### config.mk
export PLATFORM = sky130hd
export DESIGN_NAME = float_to_fixed_stream
export DESIGN_NICKNAME = d
export VERILOG_FILES = /design/src/rtl/ff_pkg.sv /design/src/rtl/ff_align_round.sv /design/src/rtl/float_to_fixed_stream.sv
export SDC_FILE = /design/constraint.sdc
export NUM_CORES = 1
export LEC_CHECK = 0
export CELL_PAD_IN_SITES_DETAIL_PLACEMENT = 1
export CELL_PAD_IN_SITES_GLOBAL_PLACEMENT = 1
export CORE_MARGIN = 3
export CORE_UTILIZATION = 49
export DETAILED_ROUTE_END_ITERATION = 12
export PLACE_DENSITY_LB_ADDON = 0.15
export SYNTH_ARGS = -nofsm -noshare
export SYNTH_HDL_FRONTEND = slang
export SYNTH_SLANG_ARGS = --single-unit
### constraint.sdc
create_clock -name clk -period 11.1 [get_ports clk]
set_input_delay 1.665 -clock clk [delete_from_list [all_inputs] [get_ports clk]]
set_output_delay 1.665 -clock clk [all_outputs]
set_load 0.03 [all_outputs]
### src/rtl/ff_pkg.sv
// rtl/ff_pkg.sv - shared types and constants for the float/fixed converters
package ff_pkg;

    typedef enum logic [1:0] {
        CLS_NORM = 2'd0,
        CLS_ZERO = 2'd1,
        CLS_INF  = 2'd2,
        CLS_NAN  = 2'd3
    } cls_t;

    localparam logic RM_RTZ = 1'b0;
    localparam logic RM_RNE = 1'b1;

    typedef struct packed {
        logic ovf;
        logic nan;
        logic inexact;
    } ff_flags_t;

    function automatic int bias(input int exp_w);
        return (1 << (exp_w - 1)) - 1;
    endfunction

endpackage

### src/rtl/ff_align_round.sv
// rtl/ff_align_round.sv - barrel align of a significand with guard/sticky and round-nearest-even
module ff_align_round #(
    parameter int MAN_W = 23,
    parameter int SH_W  = 10,
    parameter int MAG_W = 33
) (
    input  logic [MAN_W:0]          sig,
    input  logic signed [SH_W-1:0]  sh,
    input  logic                    rne,
    output logic [MAG_W-1:0]        mag,
    output logic                    big,
    output logic                    inexact
);

    localparam int SIG_W = MAN_W + 1;
    localparam int LW    = MAG_W + SIG_W;

    logic [LW-1:0]      lwide;
    logic [2*SIG_W-1:0] rwide;
    logic [MAG_W-1:0]   kept;
    logic               guard;
    logic               sticky;
    logic               round_up;
    int                 shi;

    always_comb begin
        lwide    = '0;
        rwide    = '0;
        kept     = '0;
        guard    = 1'b0;
        sticky   = 1'b0;
        round_up = 1'b0;
        big      = 1'b0;
        shi      = int'(sh);
        if (shi >= 0) begin
            // The leading one alone already lands past the field; low bits are all zero.
            if (shi >= MAG_W) begin
                big = 1'b1;
            end else begin
                lwide = LW'(sig) << shi;
                kept  = lwide[MAG_W-1:0];
                big   = |lwide[LW-1:MAG_W];
            end
        end else if (-shi > SIG_W) begin
            sticky = 1'b1;
        end else begin
            // Upper half keeps the integer part, lower half holds every discarded bit.
            rwide    = {sig, {SIG_W{1'b0}}} >> (-shi);
            kept     = MAG_W'(rwide[2*SIG_W-1:SIG_W]);
            guard    = rwide[SIG_W-1];
            sticky   = |rwide[SIG_W-2:0];
            round_up = rne & guard & (sticky | kept[0]);
        end
        mag     = kept + MAG_W'(round_up);
        inexact = guard | sticky;
    end

endmodule

### src/rtl/float_to_fixed_stream.sv
// rtl/float_to_fixed_stream.sv - 3-stage streaming float to signed fixed-point converter
module float_to_fixed_stream
    import ff_pkg::*;
#(
    parameter int EXP_W  = 8,
    parameter int MAN_W  = 23,
    parameter int INT_W  = 16,
    parameter int FRAC_W = 16
) (
    input  logic                     clk,
    input  logic                     rstn,
    input  logic                     in_valid,
    output logic                     in_ready,
    input  logic [EXP_W+MAN_W:0]     in_float,
    input  logic                     in_round,
    input  logic                     in_sat,
    output logic                     out_valid,
    input  logic                     out_ready,
    output logic [INT_W-1:0]         out_int,
    output logic [FRAC_W-1:0]        out_frac,
    output logic                     out_ovf,
    output logic                     out_nan,
    output logic                     out_inexact
);

    localparam int W     = INT_W + FRAC_W;
    localparam int MAG_W = W + 1;
    localparam int SH_W  = EXP_W + 2;
    localparam int BIAS  = bias(EXP_W);
    localparam logic signed [SH_W-1:0] SH_OFF = SH_W'(BIAS - FRAC_W + MAN_W);
    localparam logic [W-1:0] MAX_P = {1'b0, {(W-1){1'b1}}};
    localparam logic [W-1:0] MIN_N = {1'b1, {(W-1){1'b0}}};

    logic en;
    assign en       = out_ready | ~out_valid;
    assign in_ready = en;

    // S1: unpack and classify
    logic             sign_in;
    logic [EXP_W-1:0] exp_in;
    logic [MAN_W-1:0] man_in;
    cls_t             cls_in;
    logic             dnz_in;

    assign {sign_in, exp_in, man_in} = in_float;

    always_comb begin
        cls_in = CLS_NORM;
        dnz_in = 1'b0;
        if (&exp_in) begin
            cls_in = (|man_in) ? CLS_NAN : CLS_INF;
        end else if (exp_in == '0) begin
            cls_in = CLS_ZERO;
            dnz_in = |man_in;
        end
    end

    logic                    s1_valid, s1_sign, s1_rnd, s1_sat, s1_inx;
    cls_t                    s1_cls;
    logic [MAN_W:0]          s1_sig;
    logic signed [SH_W-1:0]  s1_sh;

    // S2: align and round
    logic [MAG_W-1:0] ar_mag;
    logic             ar_big, ar_inx;

    ff_align_round #(
        .MAN_W (MAN_W),
        .SH_W  (SH_W),
        .MAG_W (MAG_W)
    ) u_align (
        .sig     (s1_sig),
        .sh      (s1_sh),
        .rne     (s1_rnd == RM_RNE),
        .mag     (ar_mag),
        .big     (ar_big),
        .inexact (ar_inx)
    );

    logic             s2_valid, s2_sign, s2_sat, s2_big, s2_inx;
    cls_t             s2_cls;
    logic [MAG_W-1:0] s2_mag;

    // S3: sign, range check, saturation
    logic [W-1:0] res_n;
    ff_flags_t    flg_n;
    logic         ovf_mag;

    always_comb begin
        res_n   = '0;
        flg_n   = '0;
        ovf_mag = s2_sign ? (s2_big | s2_mag[W] | (s2_mag[W-1] & (|s2_mag[W-2:0])))
                          : (s2_big | s2_mag[W] | s2_mag[W-1]);
        case (s2_cls)
            CLS_NAN: flg_n.nan = 1'b1;
            CLS_INF: begin
                res_n     = s2_sign ? MIN_N : MAX_P;
                flg_n.ovf = 1'b1;
            end
            CLS_ZERO: flg_n.inexact = s2_inx;
            default: begin
                flg_n.ovf     = ovf_mag;
                flg_n.inexact = s2_inx;
                if (ovf_mag && s2_sat) begin
                    res_n = s2_sign ? MIN_N : MAX_P;
                end else begin
                    res_n = s2_sign ? -s2_mag[W-1:0] : s2_mag[W-1:0];
                end
            end
        endcase
    end

    always_ff @(posedge clk) begin
        if (!rstn) begin
            s1_valid    <= 1'b0;
            s1_sign     <= 1'b0;
            s1_rnd      <= 1'b0;
            s1_sat      <= 1'b0;
            s1_inx      <= 1'b0;
            s1_cls      <= CLS_ZERO;
            s1_sig      <= '0;
            s1_sh       <= '0;
            s2_valid    <= 1'b0;
            s2_sign     <= 1'b0;
            s2_sat      <= 1'b0;
            s2_big      <= 1'b0;
            s2_inx      <= 1'b0;
            s2_cls      <= CLS_ZERO;
            s2_mag      <= '0;
            out_valid   <= 1'b0;
            out_int     <= '0;
            out_frac    <= '0;
            out_ovf     <= 1'b0;
            out_nan     <= 1'b0;
            out_inexact <= 1'b0;
        end else if (en) begin
            s1_valid    <= in_valid;
            s1_sign     <= sign_in;
            s1_rnd      <= in_round;
            s1_sat      <= in_sat;
            s1_inx      <= dnz_in;
            s1_cls      <= cls_in;
            s1_sig      <= {1'b1, man_in};
            s1_sh       <= $signed({2'b00, exp_in}) - SH_OFF;

            s2_valid    <= s1_valid;
            s2_sign     <= s1_sign;
            s2_sat      <= s1_sat;
            s2_cls      <= s1_cls;
            s2_mag      <= ar_mag;
            s2_big      <= ar_big;
            s2_inx      <= (s1_cls == CLS_NORM) ? ar_inx :
                           (s1_cls == CLS_ZERO) ? s1_inx : 1'b0;

            out_valid   <= s2_valid;
            out_int     <= res_n[W-1:FRAC_W];
            out_frac    <= res_n[FRAC_W-1:0];
            out_ovf     <= flg_n.ovf;
            out_nan     <= flg_n.nan;
            out_inexact <= flg_n.inexact;
        end
    end

endmodule

* After elaboration in Yosys (flattened, before gate mapping)
Index checks and enable logic that the tools add are counted.
** Word-level totals
- Register bits after elaboration :: 116
- Output and inout bits :: 37
- Word-level logic and storage cells :: 80
** Operators by class
- Add/sub/neg operators :: 4
- Order comparisons :: 3
- Equal/unequal tests :: 4
- Shift operators :: 2
- Muxes and demuxes :: 26
- Bitwise operators :: 10
- Reduce and logical (&&, ||, !) cells :: 10
** Operators with widths (count)
- $mux W32 :: 3
- $mux W33 :: 2
- $pmux W32 S2 :: 1
- $shl A24 B32 Y57 :: 1
- $shr A48 B32 Y48 :: 1
- $reduce_or A23 Y1 :: 2
- $add A33 B1 Y33 :: 1
- $gt A32 B6 Y1 const B :: 1
- $neg A32 Y32 :: 1
- $neg A9 Y32 :: 1
- $reduce_or A31 Y1 :: 1
- $mux W24 :: 1
- $reduce_or A24 Y1 :: 1
- $mux W1 :: 17
- $ge A9 B1 Y1 const B :: 1
- $ge A9 B7 Y1 const B :: 1
- $sub A8 B8 Y9 const B :: 1
- $logic_not A8 Y1 :: 1
- $reduce_and A8 Y1 :: 1
- $or A1 B1 Y1 :: 6
- $eq A2 B1 Y1 const B :: 2
- $eq A2 B2 Y1 const B :: 2
- $reduce_or A2 Y1 :: 2
- $and A1 B1 Y1 :: 3
- other kinds (5) :: 5

* Depth between registers and ports, before layout
Gate-level depths: netlist (run 1).
- Depth after elaboration :: 8
- Mapped depth :: 23

* Cells and area by module
From an unflattened synthesis (run 1), not the netlist that was laid out.
** Second synthesis, totals
- Cells, all modules :: 1505
- Area total of the unflattened synthesis :: 11172.0 um^2
** Modules (own cells, without submodules)
- ff_align_round :: instances 1, cells an instance 867, area each 5834.3 um^2, seq. area each 0.0 um^2
- float_to_fixed_stream :: instances 1, cells an instance 638, area each 5337.6 um^2, seq. area each 2322.2 um^2

* Least setup slack after synthesis (run 1)
Ideal clock, no wire load.
- Path type :: register to register
- Start point :: register s1_sh[1]
- End point :: register s2_mag[22]
- Arrival :: 5226 ps
- Required time :: 10980 ps
- Setup slack :: 5754 ps
- Stages on the path, launching flop included :: 22
- Path buffers :: 5
- Path through :: dfxtp_1 -> buf_2 -> buf_1 -> buf_1 -> inv_1 -> ha_1 -> xor2_2 -> buf_4 -> buf_4 -> mux4_2 -> and2_1 -> a21oi_1 -> a2111oi_0 -> a31oi_1 -> a211oi_1 -> nor4_1 -> o211a_1 -> ha_1 -> nand4_4 -> nor4_4 -> nor2_1 -> a211o_1
** On the way
- Word-level cells in the longest chain between the ends :: 8
** Ends and longest elaborated chain
- start, declared :: RTL line float_to_fixed_stream.sv:61 : logic signed [SH_W-1:0] s1_sh;
- start signal, assigned :: RTL line float_to_fixed_stream.sv:144 : s1_sh <= $signed({2'b00, exp_in}) - SH_OFF;
- $neg A9 Y32 :: RTL line ff_align_round.sv:44, ff_align_round.sv:48
- $shr A48 B32 Y48 :: RTL line ff_align_round.sv:48 : rwide = {sig, {SIG_W{1'b0}}} >> (-shi);
- $reduce_or A23 Y1 :: RTL line ff_align_round.sv:51 : sticky = |rwide[SIG_W-2:0];
- $or A1 B1 Y1 :: RTL line ff_align_round.sv:52 : round_up = rne & guard & (sticky | kept[0]);
- $and A1 B1 Y1 :: RTL line ff_align_round.sv:52
- $mux W1 :: RTL line ff_align_round.sv:44 : end else if (-shi > SIG_W) begin
- $mux W1 :: RTL line ff_align_round.sv:35 : if (shi >= 0) begin
- $add A33 B1 Y33 * :: RTL line ff_align_round.sv:54 : mag = kept + MAG_W'(round_up);
- end signal, assigned :: RTL line float_to_fixed_stream.sv:150 : s2_mag <= ar_mag;
- end, declared :: RTL line float_to_fixed_stream.sv:82 : logic [MAG_W-1:0] s2_mag;
Mark *: on every way between the ends. The rest lies on a longest branch, timed or not.
A chain may end at the register's enable or synchronous reset.

* Final worst setup path (run 1)
Ends and elaborated chain as after synthesis.

==> results of run 1 <==
## registers in the layout, indices dropped and copies added, names as in the netlist, 2 cells and up
name / count
out_frac: 16
out_int: 16
s1_cls: 2
s1_sh: 9
s1_sig: 24
s2_cls: 2
s2_mag: 33
## per-layer routing
| metal | wire length (um) | track usage | up-vias |
|---|---|---|---|
| met1 | 18000 | 0.4907 | 5859 |
| met3 | 3821 | 0.08126 | 90 |
| li1 | - | - | 5308 |
| met2 | 18630 | 0.5329 | 541 |
| met5 | 12 | 0 | - |
| met4 | 1155 | 0.1014 | 2 |
## layout by cell type (no fill, tap or decap), types with 34 or more instances in the layout
cell type,synthesis,final
nand2_1,189,189
a21oi_1,126,125
dfxtp_1,116,113
nor2_1,105,105
o21ai_0,92,92
nor3_1,82,82
clkdlybuf4s50_1,0,74
mux2i_1,54,54
nand3_1,50,50
mux4_2,41,41
nor4_1,34,34
## stage by stage
| step | power (mW) | worst slack [ps] |
|---|---|---|
| 6_report | 1.513 | 4997 |
| 5_1_grt | 1.575 | 4461 |
| 4_1_cts | 1.501 | 5077 |
| 3_5_place_dp | 0.9686 | 5081 |
| 3_3_place_gp | 0.9548 | 5441 |
| 2_1_floorplan | 0.8127 | 5754 |
## cell usage after synthesis (all sizes together) (5+ instances only)
cell type,number
a211oi,26
a21oi,126
a22o,6
a22oi,14
a31oi,30
a32oi,8
and2,18
and3,9
buf,34
clkbuf,79
dfxtp,116
ha,16
inv,22
mux2,23
mux2i,54
mux4,41
nand2,192
nand2b,17
nand3,52
nand3b,9
nand4,20
nor2,105
nor2b,10
nor3,85
nor4,36
nor4b,6
o2111ai,9
o211ai,18
o21a,9
o21ai,99
o22ai,8
o311ai,7
o31ai,8
or2,8
or3,14
xnor2,10
xor2,5
## where the power goes
group / total, mW / switching (mW) / leakage (nW) / internal (mW)
Combinational: 0.511 / 0.329 / 2.98 / 0.182
Clock: 0.531 / 0.222 / 0.271 / 0.309
Sequential: 0.471 / 0.0361 / 0.950 / 0.435
Total: 1.51 / 0.587 / 4.20 / 0.926
## worst max-delay path, stage by stage (launching register included)
cell and delay [ps]:
dfxtp_1 300, buf_4 290, inv_1 250, ha_1 390, nor3b_4 410, nand3_1 150
or2_2 310, ha_1 180, nor4b_1 430, and4_1 540, nand2_1 270, nor2_1 230
a21oi_1 120, nor4_1 350, o211a_1 250, ha_1 260, nand4_4 160, nor4_4 700
nor2_1 110, a211o_1 280
## cells by family (layout without fill, tap and decap cells)
family / count (synthesis) / after routing / synth area share
DFF: 116 / 116 / 0.2185
and+or+nand+nor: 598 / 598 / 0.2837
muxes: 118 / 118 / 0.1621
AOI/OAI and AO/OA: 407 / 407 / 0.2477
xor gates and xnor gates: 15 / 15 / 0.01378
adders and majority gates: 16 / 16 / 0.01884
buffers and inverters: 137 / 151 / 0.05533
## cell type report
cell class	count	area [um^2]	area share
multi-input cells	1154	7729	0.6467
flip-flops and latches	116	2328	0.1948
repair buffers	96	905.9	0.07580
clock buffers	17	425.4	0.03560
well taps	275	344.1	0.02879
clock inverters	14	127.6	0.01068
inverters	24	90.09	0.007538
## final timing paths
| check | startpoint | to | slack (ps) |
|---|---|---|---|
| worst max-delay path | s1_sh[1] | s2_mag[22] | 5000 |
| worst min register to register | s1_sign | s1_sign | 460 |
| worst max register to register | s1_sh[1] | s2_mag[22] | 5000 |
| worst min-delay path | s1_sign | s1_sign | 460 |
==> results_dict.tcl, run 1 <==
set metrics [dict create \
    status "completed" \
    syn_area_mm2 0.01063 \
    drv_slew 0 \
    synth_edf_count 0 \
    cts-resized-gates 0 \
    whs_path_depth 2 \
    path_clk_slew_ps 70 \
    h-tree-depth 4 \
    wl_per_cell_um 24.54 \
    worst_setup_path_start_kind "flip-flop" \
    antenna_cells 0 \
    drc 0 \
    r2r_cells 19 \
    ir_drop_mv 0.09412 \
    grt_util_all_layers 0.3480 \
    rsz0062_at_grt "false" \
    num_vias 11800 \
    finClkSkew_ps 18.91 \
    die_x_um 153.3 \
    setup_viol 0 \
    cts_buffers 17 \
    dp_hpwl_um 30150 \
    drt_iter0_markers 1304 \
    cts-hold-fix-buffers 0 \
    drtPass1Iterations 5 \
    fin_crit_sh 0.5498 \
    drive_gt1_frac 0.1168 \
    drv_cap 0 \
    area_growth_syn_to_layout_pct 12.44 \
    fin_nets 1463 \
    die_height_um 153.3 \
    required_ps 11400 \
    insertion_delay_ps 420 \
    relSlewSlack 0.09685 \
    grt_pass1_vias 11610 \
    io_buffer_count 74 \
    finalSetupTns_ps 0 \
    finalCriticalPeriod_ps 6103 \
    avgSynthCellArea_um2 7.553 \
    initial_core_util 0.5024 \
    clkSinkCount 116 \
    viasPerCell 6.958 \
    yosys.area.top_type "dfxtp_1" \
    critPathKind "reg2reg" \
    syn_inst 1407 \
    ys_ff_latch 116 \
    grt_first_pass_wirelength_um 66350 \
    placed_area_mm2 0.01140 \
    cts-root-buf "clkbuf_16" \
    final_core_util 0.5649 \
    yosys-top-cells-area "dfxtp_1 (22%), mux4_2 (8.7%), nand2_1 (6.7%), a21oi_1 (5.9%), mux2i_1 (5.1%)" \
    cts_tree "done" \
    cts_buffer_depth 2 \
    holdWs_ps 456.8 \
    max_freq_ghz 0.1639 \
    synth.top_cell.area_share 0.2185 \
    end_kind "flip-flop" \
    hold_path.class "reg2reg" \
    fillers 2642 \
    routed_wl_um 41620 \
    ios 75 \
    placed_cells 1665 \
    synth_warnings 0 \
    p_per_area_mw_per_mm2 126.6 \
    antenna_found_initial 1 \
    arrival_ps 6400 \
    ys_seq_area_frac 0.2185 \
    instances_no_fill 1696 \
    post-cts-setup-buffers 0 \
    critical_path.max_fanout 41 \
    synth_cell_types 93 \
    final_area_mm2 0.01195 \
    worstMarginPinSlew_ps 1350 \
    gp_congestion 0.9982 \
    gr-total-overflow 0 \
    syn_nets 1461 \
    async_flop_share 0 \
    grt_max_degree 83 \
    ant_nets 0 \
    ys.flop_type "dfxtp_1" \
    leakage_nw 4.198 \
    rows 53 \
    core_mm2 0.02115 \
    die_area_mm2 0.02349 \
    hold_violations 0 \
]
Power figures use the tool's default switching activity.
==> run 2: changes to the inputs <==
--- a/config.mk
+++ b/config.mk
@@ -8,7 +8,7 @@
 export CELL_PAD_IN_SITES_DETAIL_PLACEMENT = 1
 export CELL_PAD_IN_SITES_GLOBAL_PLACEMENT = 1
 export CORE_MARGIN = 3
-export CORE_UTILIZATION = 49
+export CORE_UTILIZATION = 41
 export DETAILED_ROUTE_END_ITERATION = 12
 export PLACE_DENSITY_LB_ADDON = 0.15
 export SYNTH_ARGS = -nofsm -noshare
==> constraint.sdc (replaced) <==
create_clock -name clk -period 5.1 [get_ports clk]
set_input_delay 0.765 -clock clk [delete_from_list [all_inputs] [get_ports clk]]
set_output_delay 0.765 -clock clk [all_outputs]
set_load 0.03 [all_outputs]
==> results_dict.tcl, run 2 (synthesis results as in run 1) <==
set metrics [dict create \
    fin_nets 1493 \
    wl_per_cell_um 23.33 \
    leakage_nw 4.379 \
    die_x_um 167 \
    initial_core_util 0.4196 \
    clkSinkCount 116 \
    drtPass1Iterations 5 \
    viasPerCell 6.543 \
    drv_cap 0 \
    cts_buffers 17 \
    status "completed" \
    top_layer "met4" \
    hold_path.class "reg2reg" \
    antenna_found_initial 1 \
    hold_violations 0 \
    arrival_ps 5110 \
    layout_common_cells "nand2_1 (189), a21oi_1 (125), dfxtp_1 (113), nor2_1 (105), o21ai_0 (92)" \
    setup_viol 0 \
    die_height_um 167 \
    worstMarginPinSlew_ps 1174 \
    dp_hpwl_um 30840 \
    cts_tree "done" \
    dr_wl_met2_um 18830 \
    drv_slew 0 \
    h-tree-depth 4 \
    cts_buffer_depth 2 \
    setup_ws_ps 347.8 \
    cp_top_family "compound AO/OA/AOI/OAI gates" \
    critical_path.max_fanout 15 \
    largest_reg_flops 33 \
    fin_crit_sh 0.9318 \
    drc 0 \
    path_cells "inv_1 -> ha_2 -> xnor2_2 -> buf_4 -> mux4_2 -> mux2i_1 -> nand3_1 -> a2111oi_1 -> a31oi_1 -> a211oi_1 -> nor4_1 -> o211a_1 -> ha_1 -> nand4_1 -> nor4_4 -> buf_4 -> or3_1 -> nand3_1" \
    cts-root-buf "clkbuf_16" \
    grt_first_pass_wirelength_um 65450 \
    placed_area_mm2 0.01168 \
    final_area_mm2 0.01233 \
    finalCriticalPeriod_ps 4752 \
    largest_register "s2_mag" \
    wl_met1_um 18460 \
    ir_drop_mv 0.1911 \
    p_total_mw 3.445 \
    p_per_area_mw_per_mm2 279.4 \
    gr-total-overflow 0 \
    antenna_cells 0 \
    reg_top3 "s2_mag (33), s1_sig (24)" \
    rows 58 \
    critPathMaxStageDelay_ps 470 \
    critPathSlowestCell "dfxtp_4" \
    gp_congestion 1.031 \
    drive_gt1_frac 0.1377 \
    grt_max_degree 81 \
    ios 75 \
    routed_wl_um 41570 \
    finalSetupTns_ps 0 \
    drt_iter0_markers 1154 \
    post-place-ws_ps 212.3 \
    rsz0062_at_grt "false" \
    final_common_cell "nand2_1" \
    io_buffer_count 74 \
    core_mm2 0.02533 \
    routed-wl-met3_um 2894 \
    crit_buf_inv 3 \
    area_growth_syn_to_layout_pct 16.01 \
    worst_setup_path_start_kind "flip-flop" \
    critPathKind "reg2reg" \
    relSlewSlack 0.2145 \
    insertion_delay_ps 430 \
    end_kind "flip-flop" \
    num_vias 11660 \
    finClkSkew_ps 20.95 \
    path_clk_slew_ps 70 \
    ant_nets 0 \
    grt_pass1_vias 11410 \
    grt_util_all_layers 0.2908 \
    max_freq_ghz 0.2104 \
    die_area_mm2 0.02789 \
    required_ps 5460 \
]
## run 2: layout make-up
class                      instances  area (um^2)
tap                              330        412.9
fill                            3136        13000
timing repair buffer             126         1131
clock buffer                      17        425.4
clock inverter                    15        195.2
sequential                       116         2328
multi-input combinational       1154         7745
inverter                          24        91.34
## run 2: timing repair
action | 4_1_cts | 5_1_grt
buffers inserted | 0 | 2
gates resized for setup | 0 | 4
setup endpoints to repair | 0 | 16
hold buffers | 0 | 0
## run 2: metrics by stage
step / util / std cells / hold WS, ps
6_report: 0.4868 / 1782 / 453.8
5_1_grt: 0.4868 / 1782 / 482.1
4_1_cts: 0.4856 / 1780 / 459.2
3_5_place_dp: 0.4611 / 1748 / 448.9
3_3_place_gp: 0.4611 / 1748 / 440.9
2_1_floorplan: - / 1407 / 432.1
## run 2: worst register-to-register path: cells and delay by family (launching register included)
family          cells  cell delay (ps)
fa+ha+maj           2              520
xor+xnor            1              240
simple gates        6              880
buf+inv             3              590
mux                 2              630
compound gates      4             1330
flops               1              470
## run 2: per-layer routing
layer | vias up | global-route usage
li1 | 5378 | -
met4 | 0 | 0.1058
met2 | 459 | 0.4575
met5 | - | 0
met1 | 5732 | 0.4011
met3 | 91 | 0.05103
## run 2: final timing paths
path	from	to	slack, ps	cells past startpoint
max	s1_sh[0]	s2_mag[21]	350	18
min	s1_sign	s1_sign	450	2
max reg2reg	s1_sh[0]	s2_mag[21]	350	18
min reg2reg	s1_sign	s1_sign	450	2
## run 2: where the power goes
part / switching, mW / internal (mW) / total (mW)
sequential: 0.0684 / 0.947 / 1.02
combinational: 0.717 / 0.420 / 1.14
clock: 0.509 / 0.784 / 1.29
total: 1.29 / 2.15 / 3.45
==> run 3: changes to the inputs <==
--- a/config.mk
+++ b/config.mk
@@ -5,12 +5,14 @@
 export SDC_FILE = /design/constraint.sdc
 export NUM_CORES = 1
 export LEC_CHECK = 0
+export ABC_AREA = 0
 export CELL_PAD_IN_SITES_DETAIL_PLACEMENT = 1
 export CELL_PAD_IN_SITES_GLOBAL_PLACEMENT = 1
 export CORE_MARGIN = 3
-export CORE_UTILIZATION = 41
+export CORE_UTILIZATION = 45
 export DETAILED_ROUTE_END_ITERATION = 12
 export PLACE_DENSITY_LB_ADDON = 0.15
+export RECOVER_POWER = 50
 export SYNTH_ARGS = -nofsm -noshare
 export SYNTH_HDL_FRONTEND = slang
 export SYNTH_SLANG_ARGS = --single-unit
==> constraint.sdc (replaced) <==
create_clock -name clk -period 4.4 [get_ports clk]
set_input_delay 0.66 -clock clk [delete_from_list [all_inputs] [get_ports clk]]
set_output_delay 0.66 -clock clk [all_outputs]
set_load 0.03 [all_outputs]
==> results_dict.tcl, run 3 (synthesis results as in run 1) <==
set metrics [dict create \
    leakage_nw 4.944 \
    rrSetupSlack_ps 170 \
    die_x_um 159.7 \
    placed_cells 1802 \
    arrival_ps 4530 \
    insertion_delay_ps 430 \
    instances_no_fill 1842 \
    layout_common_cells "nand2_1 (188), a21oi_1 (125), buf_4 (120), dfxtp_1 (111), nor2_1 (103)" \
    required_ps 4710 \
    setup_viol 0 \
    wl_per_cell_um 23.95 \
    met3_usage 0.08171 \
    routed_wl_um 44120 \
    viasPerCell 6.590 \
    h-tree-depth 4 \
    hold_path.class "reg2reg" \
    drc 0 \
    fin_crit_sh 0.9605 \
    status "complete, but fails checks" \
    p_per_area_mw_per_mm2 313.7 \
    die_height_um 159.7 \
    cts_buffer_depth 2 \
    largest_reg_flops 33 \
    area_growth_syn_to_layout_pct 23.30 \
    core_mm2 0.02292 \
    drt_iter0_markers 1276 \
    gp_congestion 0.9829 \
    cp-endpoint "s2_mag[20]" \
    met1_usage 0.4666 \
    final_area_mm2 0.01310 \
    placed_area_mm2 0.01231 \
    reg_top3 "s2_mag (33), s1_sig (24)" \
    io_buffer_count 74 \
    final_common_cell "nand2_1" \
    r2r_start "s1_sh[2]" \
    grt_max_degree 82 \
    hold_violations 0 \
    final_core_util 0.5718 \
    antenna_cells 0 \
    drive_gt1_frac 0.1949 \
    rows 55 \
    largest_register "s2_mag" \
    gr-total-overflow 0 \
    cts-root-buf "clkbuf_16" \
    drtPass1Iterations 6 \
    fin_nets 1570 \
    critPathSlowestCell "or4_4" \
    holdWs_ps 456.6 \
    drv_slew 48 \
    startpoint "s1_sh[2]" \
    cts_tree "done" \
    cts_buffers 17 \
    finalCriticalPeriod_ps 4226 \
    critPathKind "reg2reg" \
    ir_drop_mv 0.2162 \
    grt_util_all_layers 0.3411 \
    worst_setup_path_start_kind "flip-flop" \
    worstMarginPinSlew_ps 2151 \
    critical_path.max_fanout 18 \
    dp_hpwl_um 33240 \
    min_from "s1_sat" \
    end_kind "flip-flop" \
    max_freq_ghz 0.2366 \
    grt-busiest-layer "met2" \
    path_cells "buf_4 -> or4_4 -> buf_4 -> and2_1 -> buf_4 -> a31oi_1 -> o41ai_2 -> a32oi_1 -> a211oi_2 -> nor4_1 -> o211a_1 -> buf_4 -> ha_4 -> nand4_4 -> nor4_4 -> buf_12 -> mux2i_1 -> nand3_1" \
    r2r_cells 18 \
    relSlewSlack -0.4337 \
    grt_pass1_vias 12400 \
    p_total_mw 4.111 \
    path_clk_slew_ps 70 \
    num_vias 12140 \
    ant_nets 0 \
    grt_first_pass_wirelength_um 69770 \
    critPathMaxStageDelay_ps 550 \
    clkSinkCount 116 \
    finClkSkew_ps 15.32 \
    failed_checks "max-capacitance violations, max-slew violations" \
    cp_common_cell "buf_4" \
    met2_usage 0.5369 \
    die_area_mm2 0.02550 \
    reg2reg_to "s2_mag[20]" \
    initial_core_util 0.4638 \
    drv_cap 1 \
    ios 75 \
    antenna_found_initial 0 \
]
-- run 3: changes by cell type in the layout (fill, tap and decap cells not counted), moves of 3 or more --
cell,delta
buf_12,+5
buf_4,+68
clkdlybuf4s50_1,-37
dlygate4sd3_1,+37
ha_1,-3
ha_4,+3
-- run 3: worst max-delay path: cells and delay by family, from the launching register on --
kind                     cells  cell delay [ps]
AO/OA/AOI/OAI                5              900
adder cells (fa/ha/maj)      1              130
buffers and inverters        5              890
flip-flops                   1              430
multiplexers                 1              230
AND/OR/NAND/NOR              6             1500
-- run 3: routing by layer --
metal  vias up  part of all wire
met5         -                 0
met4         0             0.026
met3        81             0.083
met2       504              0.45
met1      6045              0.44
li1       5509                 -
-- run 3: repair_timing --
item                                    CTS  global route
hold buffers                              0             0
buffers inserted                          0             8
endpoints found under the setup margin    5            23
pin swaps                                 0             2
hold endpoints to repair                  0             0
resized for setup                         2            29
-- run 3: cell type report --
class                           instances  area (um^2)
Inverter                               24        96.34
Clock buffer                           18        429.2
Sequential cell                       116         2331
Multi-Input combinational cell       1154         7916
Tap cell                              313        391.6
Clock inverter                         14        166.4
Fill cell                            2836         9812
Timing Repair Buffer                  203         1773
-- run 3: worst min path at each step --
stage,cells after the start,end,slack (ps)
2_1_floorplan,2,s1_sat,430
3_3_place_gp,2,s1_sat,440
3_5_place_dp,2,s1_sat,450
4_1_cts,2,s1_sat,460
5_1_grt,2,s1_sat,490
6_report,2,s1_sat,460
-- run 3: power breakdown --
part / internal [mW] / switching (mW) / total [mW]
Combinational: 0.585 / 0.884 / 1.47
Sequential: 1.10 / 0.0826 / 1.18
Clock: 0.853 / 0.609 / 1.46
-- run 3: per-stage QoR --
step	TNS [ps]	setup slack, ps
floorplan	-705.6	-166.6
global placement	0	140.7
global route	-128.5	-41.93
CTS	0	26.42
finish	0	173.8
detailed placement	-124.0	-91.35
